**config.mk**
```make
export PLATFORM = sky130hd
export DESIGN_NAME = serial_adder
export DESIGN_NICKNAME = d
export VERILOG_FILES = /design/src/rtl/serial_adder.sv
export SDC_FILE = /design/constraint.sdc
export NUM_CORES = 1
export LEC_CHECK = 0
export CORE_MARGIN = 1
export CORE_UTILIZATION = 35
export CTS_BUF_LIST = sky130_fd_sc_hd__clkbuf_2
export DETAILED_ROUTE_END_ITERATION = 16
export DONT_BUFFER_PORTS = 1
export GPL_ROUTABILITY_DRIVEN = 1
export PLACE_DENSITY = 0.6
export SYNTH_ARGS = -nofsm -noshare
export SYNTH_HDL_FRONTEND = slang
export SYNTH_SLANG_ARGS = --single-unit
export TNS_END_PERCENT = 30
```
**constraint.sdc**
```tcl
create_clock -name clk -period 3.7 [get_ports clk]
set_clock_uncertainty 0.2 [all_clocks]
set_input_delay 0.74 -clock clk [delete_from_list [all_inputs] [get_ports clk]]
set_output_delay 0.74 -clock clk [all_outputs]
set_load 0.01 [all_outputs]
```
**src/rtl/serial_adder.sv**
```systemverilog
// Bit-serial adder: one full-adder cell, LSB first, one bit per clock.
// A carry flop closes the loop; start/busy/done handshake around it.
module full_adder (
    input  logic in1,
    input  logic in2,
    input  logic cin,
    output logic sum,
    output logic carry
);
    assign sum   = in1 ^ in2 ^ cin;
    assign carry = (in1 & in2) | (cin & (in1 ^ in2));
endmodule

module serial_adder #(
    parameter int WIDTH = 8
) (
    input  logic             clk,
    input  logic             rst,
    input  logic             start,
    input  logic [WIDTH-1:0] a,
    input  logic [WIDTH-1:0] b,
    input  logic             cin,
    output logic             busy,
    output logic             done,
    output logic [WIDTH-1:0] sum,
    output logic             cout
);
    localparam int CW = $clog2(WIDTH) + 1;
    localparam logic [CW-1:0] LAST = CW'(WIDTH - 1);

    typedef enum logic [1:0] {
        IDLE = 2'd0,
        RUN  = 2'd1,
        DONE = 2'd2
    } state_t;

    state_t           r_state;
    logic [WIDTH-1:0] ra;
    logic [WIDTH-1:0] rb;
    logic [WIDTH-1:0] racc;
    logic             c;
    logic [CW-1:0]    cnt;
    logic [WIDTH-1:0] w_racc_nxt;
    logic             w_sum;
    logic             w_carry;

    full_adder u_fa (
        .in1   (ra[0]),
        .in2   (rb[0]),
        .cin   (c),
        .sum   (w_sum),
        .carry (w_carry)
    );

    // Result bits enter at the MSB and drift down to their final position
    generate
        if (WIDTH == 1) begin : g_w1
            assign w_racc_nxt = w_sum;
        end else begin : g_wn
            assign w_racc_nxt = {w_sum, racc[WIDTH-1:1]};
        end
    endgenerate

    always_ff @(posedge clk) begin
        if (rst) begin
            r_state <= IDLE;
            busy    <= 1'b0;
            done    <= 1'b0;
            sum     <= '0;
            cout    <= 1'b0;
            ra      <= '0;
            rb      <= '0;
            racc    <= '0;
            c       <= 1'b0;
            cnt     <= '0;
        end else begin
            unique case (r_state)
                IDLE: begin
                    done <= 1'b0;
                    busy <= 1'b0;
                    if (start) begin
                        ra      <= a;
                        rb      <= b;
                        c       <= cin;
                        cnt     <= '0;
                        racc    <= '0;
                        busy    <= 1'b1;
                        r_state <= RUN;
                    end
                end
                RUN: begin
                    racc <= w_racc_nxt;
                    sum  <= w_racc_nxt;
                    c    <= w_carry;
                    ra   <= ra >> 1;
                    rb   <= rb >> 1;
                    cnt  <= cnt + 1'b1;
                    if (cnt == LAST) begin
                        cout    <= w_carry;
                        busy    <= 1'b0;
                        done    <= 1'b1;
                        r_state <= DONE;
                    end
                end
                DONE: begin
                    done    <= 1'b0;
                    r_state <= IDLE;
                end
                default: begin
                    busy    <= 1'b0;
                    done    <= 1'b0;
                    r_state <= IDLE;
                end
            endcase
        end
    end
endmodule
```
==> results of run 1 <==
-- cells by family after synthesis --
group,after synthesis,share of synthesized area [%]
compound gates,58,22.6
simple gates,72,18.6
fa+ha+maj,2,2.00
flops,41,50.3
buf+inv,16,5.83
mux,1,0.614
-- critical path: stages (launching register included) --
cell	delay [ns]
dfxtp_1	0.53
and2b_1	0.81
a21oi_1	0.17
a211oi_1	0.26
-- flip-flops by register name, summed over array words and instances (netlist names), 2 cells and up --
name / flops
rb: 8
racc: 7
ra: 8
sum: 8
r_state: 2
cnt: 4
-- through the flow --
step	std cells	hold WS, ns	utilization (%)
3_5_place_dp	227	0.242	36.3
3_3_place_gp	227	0.236	36.3
4_1_cts	235	0.149	37.2
6_report	235	0.178	37.2
5_1_grt	235	0.133	37.2
2_1_floorplan	190	0.232	-
-- power groups by stage --
stage / Combinational (mW) / Sequential, mW / Clock, mW
global route: 0.0758 / 0.481 / 0.222
global placement: 0.0664 / 0.486 / 0
CTS: 0.0668 / 0.477 / 0.202
detailed placement: 0.0665 / 0.486 / 0
floorplan: 0.0677 / 0.483 / 0
finish: 0.0657 / 0.477 / 0.192
-- layout make-up --
cell class,instances,area share (%)
sequential,41,49.9
multi-input combinational,133,43.5
tap,52,3.96
clock buffer,8,2.44
inverter,1,0.228
-- synth_stat cells (all sizes together) --
| library cell | n | area [um2] |
|---|---|---|
| mux2i | 1 | 10.0 |
| o211a | 1 | 10.0 |
| nand3 | 4 | 20.0 |
| nand2 | 39 | 146 |
| a211oi | 16 | 125 |
| a21oi | 33 | 165 |
| or3 | 1 | 6.26 |
| nor3b | 1 | 7.51 |
| o21bai | 1 | 18.8 |
| fa | 1 | 20.0 |
| ha | 1 | 12.5 |
| nand3b | 1 | 7.51 |
| buf | 9 | 68.8 |
| clkbuf | 6 | 22.5 |
| nor2 | 20 | 75.1 |
| and2b | 1 | 7.51 |
| o21ba | 1 | 10.0 |
| and3b | 1 | 8.76 |
| a31oi | 2 | 12.5 |
| dfxtp | 41 | 821 |
| nand2b | 1 | 8.76 |
| inv | 1 | 3.75 |
| o21ai | 1 | 5.00 |
| a22oi | 3 | 22.5 |
| nor3 | 3 | 15.0 |
-- how the worst max path moves through the flow --
stage | endpoint | cells past startpoint
global route | ra[4] | 3
finish | ra[4] | 3
detailed placement | ra[5] | 3
global placement | ra[4] | 3
floorplan | c | 4
CTS | ra[4] | 3
-- metal layers --
metal  part of all wire [%]  vias up  wire (um)  GRT usage (%)
met3                    4.6        6        147           4.76
met4                    2.2        0         70           6.89
met5                      0        -          0              0
li1                       -      640          -              -
met2                     46       26       1480           22.1
met1                     47      588       1510           17.2
==> results.ini, run 1 <==
[logic_synthesis]
ys_seq_elements=41
synth_area_um2=1630
yosys_warnings=0
synth_cells=190
syn_avg_cell_area_um2=8.58
ys_seq_area_share_pct=50.3
synth_cell_types=28
syn_nets=212

[floorplanning]
rows=24
core_region_area_um2=4410
die_y_um=70.3
die-area_um2=4940
die_w_um=70.3
floorplan.initialDensity_pct=36.9
ios=31

[worst_hold_path]
hold_path.startpoint=rst
holdPathEnd=ra[2]
hp-class=input pin to flop
holdPathStages=1

[clock_network]
cts_sinks=41
cts_buffers=5
cts_max_level=2
cts_tree=built
cts-root-buf=clkbuf_2
path_clk_slew_ns=0.19
hold_buffers=0
cts_resized=0
insertion_delay_ns=0.40
cts_max_path_buffers=2
cts_setup_buffers=0

[pwr]
p_sw_share_pct=26.1
total_power_mw=0.734
ir_worst_vdd_mv=0.148
power_density_nw_per_um2=447
power_switching_mw=0.192
internal_power_mw=0.542
pwr-share-seq_pct=64.9
combPwrFrac_pct=9.0
clkPwrFrac_pct=26.1
p_leak_nw=0.609

[grt]
grt_pass1_vias=1182
grt_pass1_wl_um=5440
grt_usage_pct=14.1
grt_max_degree=42
antenna_found_initial=0
overflow=0

[sta]
setup_violations=0
slew_headroom_pct=36.0
slew_violations=0
worstMarginPinSlew_ns=0.959
finalSetupTns_ns=0
setup_ws_ns=1.64
clock.fmax_mhz=486
period_share_pct=55.7
final-hold-violation-count=0
period_minus_slack_ns=2.06
rsz0062_at_grt=false

[cells_and_area]
final_nets=204
fillers=481
multi_input_area_um2=714
drive_gt1_share_pct=6.01
area_growth_pct=0.844
diodes=0
layout_common_cells=dfxtp_1 (41), nand2_1 (39), a21oi_1 (33)
final_common_cell=dfxtp_1
final-seq-area_um2=821
fin_area_um2=1640

[placed_design]
place_congestion=0.674
io_buffer_count=0
pre_cts_ws_ns=1.70
hpwl_um=1980
place_area_um2=1600

[routing]
via_count=1260
wl_um=3210
drc_errors=0
wl_per_cell_um=13.7
first_pass_iters=4
drt_iter0_drc=96
vias_per_cell=5.36
postRouteAntennaNets=0

[setup_path]
critPathArrivalTime_ns=2.18
path_class=flop to flop
cp_max_fo=29
critPathRequiredTime_ns=3.82
cp-startpoint=r_state[0]
rrSetupSlack_ns=1.64
end_kind=flop
critPathLaunchType=flop
r2r_start=r_state[0]
r2r_end=ra[4]
reg2reg_depth=3

[flow_run]
max-cap-violations=0

[run_status]
outcome=completed

No activity file was read; power rests on OpenSTA's default activity.
==> run 2: changes to the inputs <==
Settings changed: ABC_AREA set to 1, PLACE_DENSITY 0.6 to 0.62.
Clock period 3.7 ns to 1.8 ns, I/O delays scaled along.
==> results.ini, run 2 <==
[run_status]
outcome=completed

[logic_synthesis]
yosys_warnings=0  ; unchanged
synth_area_um2=1700  ; +4.1%
synth.top_cells.by_area=dfxtp_1 (48%), nand2_1 (16%), nor2_1 (8.0%)
synth_edf_count=0  ; unchanged
ys_seq_elements=41  ; unchanged
yosys-top-cells-count=nand2_1 (74), dfxtp_1 (41), nor2_1 (36)
async_flop_share_pct=0  ; unchanged
synthFlopType=dfxtp_1
synth_most_common_cell=nand2_1
syn_nets=253  ; +19%
ys_seq_area_share_pct=48.3  ; -2.0 points
yosysTopAreaCell=dfxtp_1
syn_avg_cell_area_um2=7.35  ; -14%
synth_cell_types=24  ; -14%
synth_top_area_share_pct=48.3  ; -2.0 points
synth_cells=231  ; +22%

[grt]
grt_pass1_wl_um=6180  ; +14%
overflow=0  ; unchanged
antenna_found_initial=0  ; unchanged
grt_pass1_vias=1405  ; +19%
grt_usage_pct=15.9  ; +1.8 points
grt_max_degree=21  ; -50%

[sta]
worstMarginPinSlew_ns=0.740  ; -0.220 ns
slew_violations=0  ; unchanged
rsz0062_at_grt=false
final-hold-violation-count=0  ; unchanged
period_minus_slack_ns=1.49
whs_ns=0.111  ; -0.0674 ns
setup_ws_ns=0.306  ; -1.33 ns
slew_headroom_pct=50.5  ; +14 points
setup_violations=0  ; unchanged
period_share_pct=83.0
finalSetupTns_ns=0  ; unchanged
clock.fmax_mhz=669

[setup_path]
critPathRequiredTime_ns=1.91  ; -1.91 ns
critPathLaunchType=input pin
critical-path-top-delay-family=buffers and inverters
critPathBufInv=2  ; +2
worstPathCellList=dlygate4sd3_1 > a21oi_1 > o21ai_0 > inv_1
path_class=input pin to flop
critPathSlowestCell=dlygate4sd3_1
cpPeakStageDelay_ns=1.02  ; +0.21 ns
critPathArrivalTime_ns=1.60  ; -0.58 ns
cp_max_fo=20  ; -31%
end_kind=flop

[cells_and_area]
area_growth_pct=16.7
layout_common_cells=nand2_1 (74), dfxtp_1 (41), nor2_1 (36)
final_common_cell=nand2_1
reg_top3=ra: 8 flops, rb: 8 flops, sum: 8 flops
fin_cells=306  ; +30%
drive_gt1_share_pct=12.2  ; +6.2 points
fillers=453  ; -5.8%
final_nets=275  ; +35%
fin_area_um2=1980  ; +21%
diodes=0  ; unchanged

[clock_network]
cts_resized=0  ; unchanged
cts_tree=built
cts_max_path_buffers=2  ; unchanged
insertion_delay_ns=0.39  ; about the same
cts-root-buf=clkbuf_2
path_clk_slew_ns=0.20  ; about the same
cts_buffers=5  ; unchanged
cts_sinks=41  ; unchanged
cts_max_level=2  ; unchanged

[flow_run]
max-cap-violations=0  ; unchanged

[placed_design]
post-place-cells=279  ; +23%
hpwl_um=2370  ; +20%
pre_cts_ws_ns=0.390  ; -1.31 ns
place_area_um2=1750  ; +9.2%
place_congestion=0.808  ; +20%
io_buffer_count=0  ; unchanged

[routing]
drc_errors=0  ; unchanged
first_pass_iters=4  ; unchanged
wl_um=3680  ; +15%
wl_per_cell_um=12.0  ; -12%
vias_per_cell=4.80  ; -10%
drt_iter0_drc=87  ; -9.4%
via_count=1469  ; +17%
postRouteAntennaNets=0  ; unchanged

[pwr]
p_leak_nw=0.851  ; +40%
power_density_nw_per_um2=820  ; +84%
ir_worst_vdd_mv=0.278  ; +88%

[floorplanning]
ios=31  ; unchanged
floorplan.initialDensity_pct=37.7  ; +0.76 points
die_y_um=71.7  ; +2.0%
die-area_um2=5130  ; +4.0%
die_w_um=71.7  ; +2.0%
rows=24  ; unchanged
core_region_area_um2=4500  ; +2.0%

[worst_hold_path]
hp-class=input pin to flop

run 2: cell count changes after synthesis, moves of 3 or more:
cell	change
a211oi_1	-15
nand2_2	+7
nor2_1	+16
nor3_1	-3
o21ai_0	+17
a21oi_1	-14
inv_1	+6
nand2_1	+35
clkbuf_1	-3
run 2: final timing paths:
| path | from | to | slack, ns | depth (start not counted) |
|---|---|---|---|---|
| worst min-delay path | start | cnt[0] | 0.11 | 3 |
| worst min register to register | racc[4] | racc[3] | 0.29 | 2 |
| worst max-delay path | rst | busy | 0.31 | 4 |
| worst max register to register | cnt[0] | busy | 0.36 | 6 |
run 2: area by class of cell:
type,instances,area (um2),share of cell area (%)
Sequential cell,41,821,41.4
Multi-Input combinational cell,169,772,39.0
Timing Repair Buffer,27,250,12.6
Tap cell,52,65.1,3.28
Clock buffer,8,40.0,2.02
Inverter,9,33.8,1.70
run 2: metal layers:
metal  part of all wire (%)  track usage [%]  routed length, um
met1                     45             18.1               1670
met2                     49             26.8               1800
met3                    4.0             5.49                148
met4                    2.0             7.19                 72
met5                      0                0                  0
run 2: timing repair:
| action | CTS | global route |
|---|---|---|
| endpoints found under the hold margin | 31 | 5 |
| endpoints found under the setup margin | 0 | 0 |
| hold buffers | 14 | 5 |
| setup buffers | 0 | 0 |
run 2: power breakdown:
part           switching, mW  internal [mW]  total, mW
Sequential            0.0324          0.956      0.988
Clock                  0.283          0.115      0.398
Combinational          0.137          0.102      0.239
run 2: logic make-up after synthesis:
family / share of synthesized area (%)
and+or+nand+nor: 29.5
AOI/OAI and AO/OA: 14.1
DFF: 48.3
buffers and inverters: 6.19
adders and majority gates: 1.92
run 2: worst register-to-register path, cell delays in order, from the launching register on:
cell	delay [ns]
dfxtp_1	0.43
ha_1	0.20
nand3_1	0.16
nand2_1	0.13
nand2_1	0.05
o21ai_0	0.14
inv_1	0.05
run 2: metrics by stage:
step           power, mW  utilization, %
4_1_cts             1.63            42.9
2_1_floorplan       1.17               -
6_report            1.63            44.0
5_1_grt             1.73            44.0
3_5_place_dp        1.21            38.9
3_3_place_gp        1.20            38.9
==> run 3: changes to the inputs <==
Clock period 1.8 ns to 1.3 ns, I/O delays scaled along.
==> results.ini, run 3 (same netlist as run 2, synthesis figures left out) <==
[run_status]
outcome=complete, but fails checks
violations=hold timing, setup timing

[cells_and_area]
layout_common_cells=nand2_1 (70), nor2_1 (36), dfxtp_1 (24)
fin_cells=317  ; +3.6%
reg_top3=ra: 8 flops, rb: 8 flops, sum: 8 flops
post-route-util_pct=51.3  ; +7.3 points
area_growth_pct=36.2
diodes=0  ; unchanged
fin_area_um2=2310  ; +17%
final_nets=287  ; +4.4%
final_common_cell=nand2_1
drive_gt1_share_pct=32.8  ; +21 points

[clock_network]
cts_max_level=2  ; unchanged
path_clk_slew_ns=0.20  ; about the same
cts_buffers=5  ; unchanged
insertion_delay_ns=0.39  ; about the same
cts_tree=built
cts_max_path_buffers=2  ; unchanged
cts_sinks=41  ; unchanged
cts-root-buf=clkbuf_2
hold_buffers=18  ; +4

[sta]
slew_violations=0  ; unchanged
final-hold-violation-count=20  ; +20
whs_ns=-0.318  ; -0.428 ns
period_share_pct=106
finalSetupTns_ns=-1.36  ; -1.36 ns
rsz0062_at_grt=true
clock.fmax_mhz=725
setup_ws_ns=-0.0790  ; -0.385 ns
period_minus_slack_ns=1.38
worstMarginPinSlew_ns=0.220  ; -0.520 ns
setup_violations=28  ; +28
slew_headroom_pct=85.2  ; +35 points

[setup_path]
path_class=flop to flop
critPathArrivalTime_ns=1.51  ; -0.09 ns
reg2reg_depth=6  ; unchanged
cp_max_fo=6  ; -70%
critPathRequiredTime_ns=1.43  ; -0.48 ns
rrSetupSlack_ns=-0.08  ; -0.44 ns
end_kind=flop
r2r_end=ra[7]
r2r_start=r_state[0]
critPathLaunchType=flop

[grt]
grt_usage_pct=16.7  ; +0.81 points
overflow=0  ; unchanged
grt_max_degree=22  ; +4.8%
grt_pass1_vias=1485  ; +5.7%
grt_pass1_wl_um=6610  ; +6.9%
antenna_found_initial=0  ; unchanged

[routing]
postRouteAntennaNets=0  ; unchanged
drt_iter0_drc=53  ; -39%
wl_um=4140  ; +12%
first_pass_iters=4  ; unchanged
vias_per_cell=4.86  ; +1.3%
wl_per_cell_um=13.1  ; +8.5%
drc_errors=0  ; unchanged
via_count=1541  ; +4.9%

[floorplanning]
die_w_um=71.7  ; unchanged
ios=31  ; unchanged
core_region_area_um2=4500  ; unchanged
die-area_um2=5130  ; unchanged
floorplan.initialDensity_pct=37.7  ; unchanged
die_y_um=71.7  ; unchanged
rows=24  ; unchanged

[placed_design]
place_area_um2=1830  ; +4.6%
io_buffer_count=0  ; unchanged
place_congestion=0.802  ; -0.76%
pre_cts_ws_ns=-0.0307  ; -0.420 ns
hpwl_um=2600  ; +9.5%
post-place-cells=288  ; +3.2%

[worst_hold_path]
hp-class=input pin to flop
holdPathEnd=sum[6]
holdPathStages=1  ; -2
hold_path.startpoint=rst

[pwr]
p_leak_nw=0.982  ; +15%
ir_worst_vdd_mv=0.400  ; +44%
power_density_nw_per_um2=1100  ; +34%

[flow_run]
max-cap-violations=0  ; unchanged

run 3: changes by cell type in the layout (fill, tap and decap cells not counted), sizes merged:
cell / before / now
buf: 8 / 20
clkbuf: 8 / 6
bufinv: 0 / 1
clkinv: 0 / 1
dlygate4sd3: 19 / 18
run 3: metrics by stage:
| stage | hold WS [ns] | total power [mW] |
|---|---|---|
| final | -0.318 | 2.53 |
| after global routing | -0.376 | 2.66 |
| after CTS | -0.334 | 2.47 |
| after detailed placement | 0.125 | 1.70 |
| after global placement | 0.125 | 1.70 |
| after floorplan | 0.203 | 1.61 |
run 3: power breakdown:
part | internal, mW | leakage [nW] | switching (mW)
clock | 0.312 | 0.0388 | 0.400
sequential | 1.32 | 0.344 | 0.0473
combinational | 0.220 | 0.599 | 0.230
total | 1.86 | 0.982 | 0.678
run 3: worst max path at each step:
stage | start | end | slack (ns)
floorplan | cnt[0] | busy | 0.002
global placement | r_state[0] | ra[6] | -0.02
finish | r_state[0] | ra[7] | -0.08
detailed placement | r_state[0] | ra[7] | -0.03
CTS | r_state[0] | racc[6] | -0.06
global route | r_state[0] | cnt[2] | -0.15
run 3: critical path: stages, from the launching register on:
cell     delay (ns)
dfxtp_2        0.38
buf_6          0.12
o21ai_4        0.16
buf_12         0.15
buf_8          0.13
nand2_1        0.06
a21oi_2        0.11
run 3: per-layer routing:
metal / up-vias / global-route usage (%) / routed length, um
met1: 703 / 19.7 / 1890
met5: - / 0 / 0
li1: 799 / - / -
met4: 0 / 7.19 / 113
met3: 10 / 5.34 / 203
met2: 29 / 27.9 / 1930
run 3: final cells by class:
type | instances | area, um2
Clock buffer | 5 | 25.0
Clock inverter | 2 | 35.0
Fill cell | 416 | 2190
Inverter | 9 | 38.8
Multi-Input combinational cell | 169 | 881
Sequential cell | 41 | 850
Tap cell | 52 | 65.1
Timing Repair Buffer | 39 | 418
run 3: repair_timing:
item | CTS | global route
gates cloned | 0 | 2
endpoints found under the setup margin | 45 | 50
setup buffers | 0 | 2
pin swaps | 5 | 7
endpoints found under the hold margin | 41 | 20
resized for setup | 24 | 55
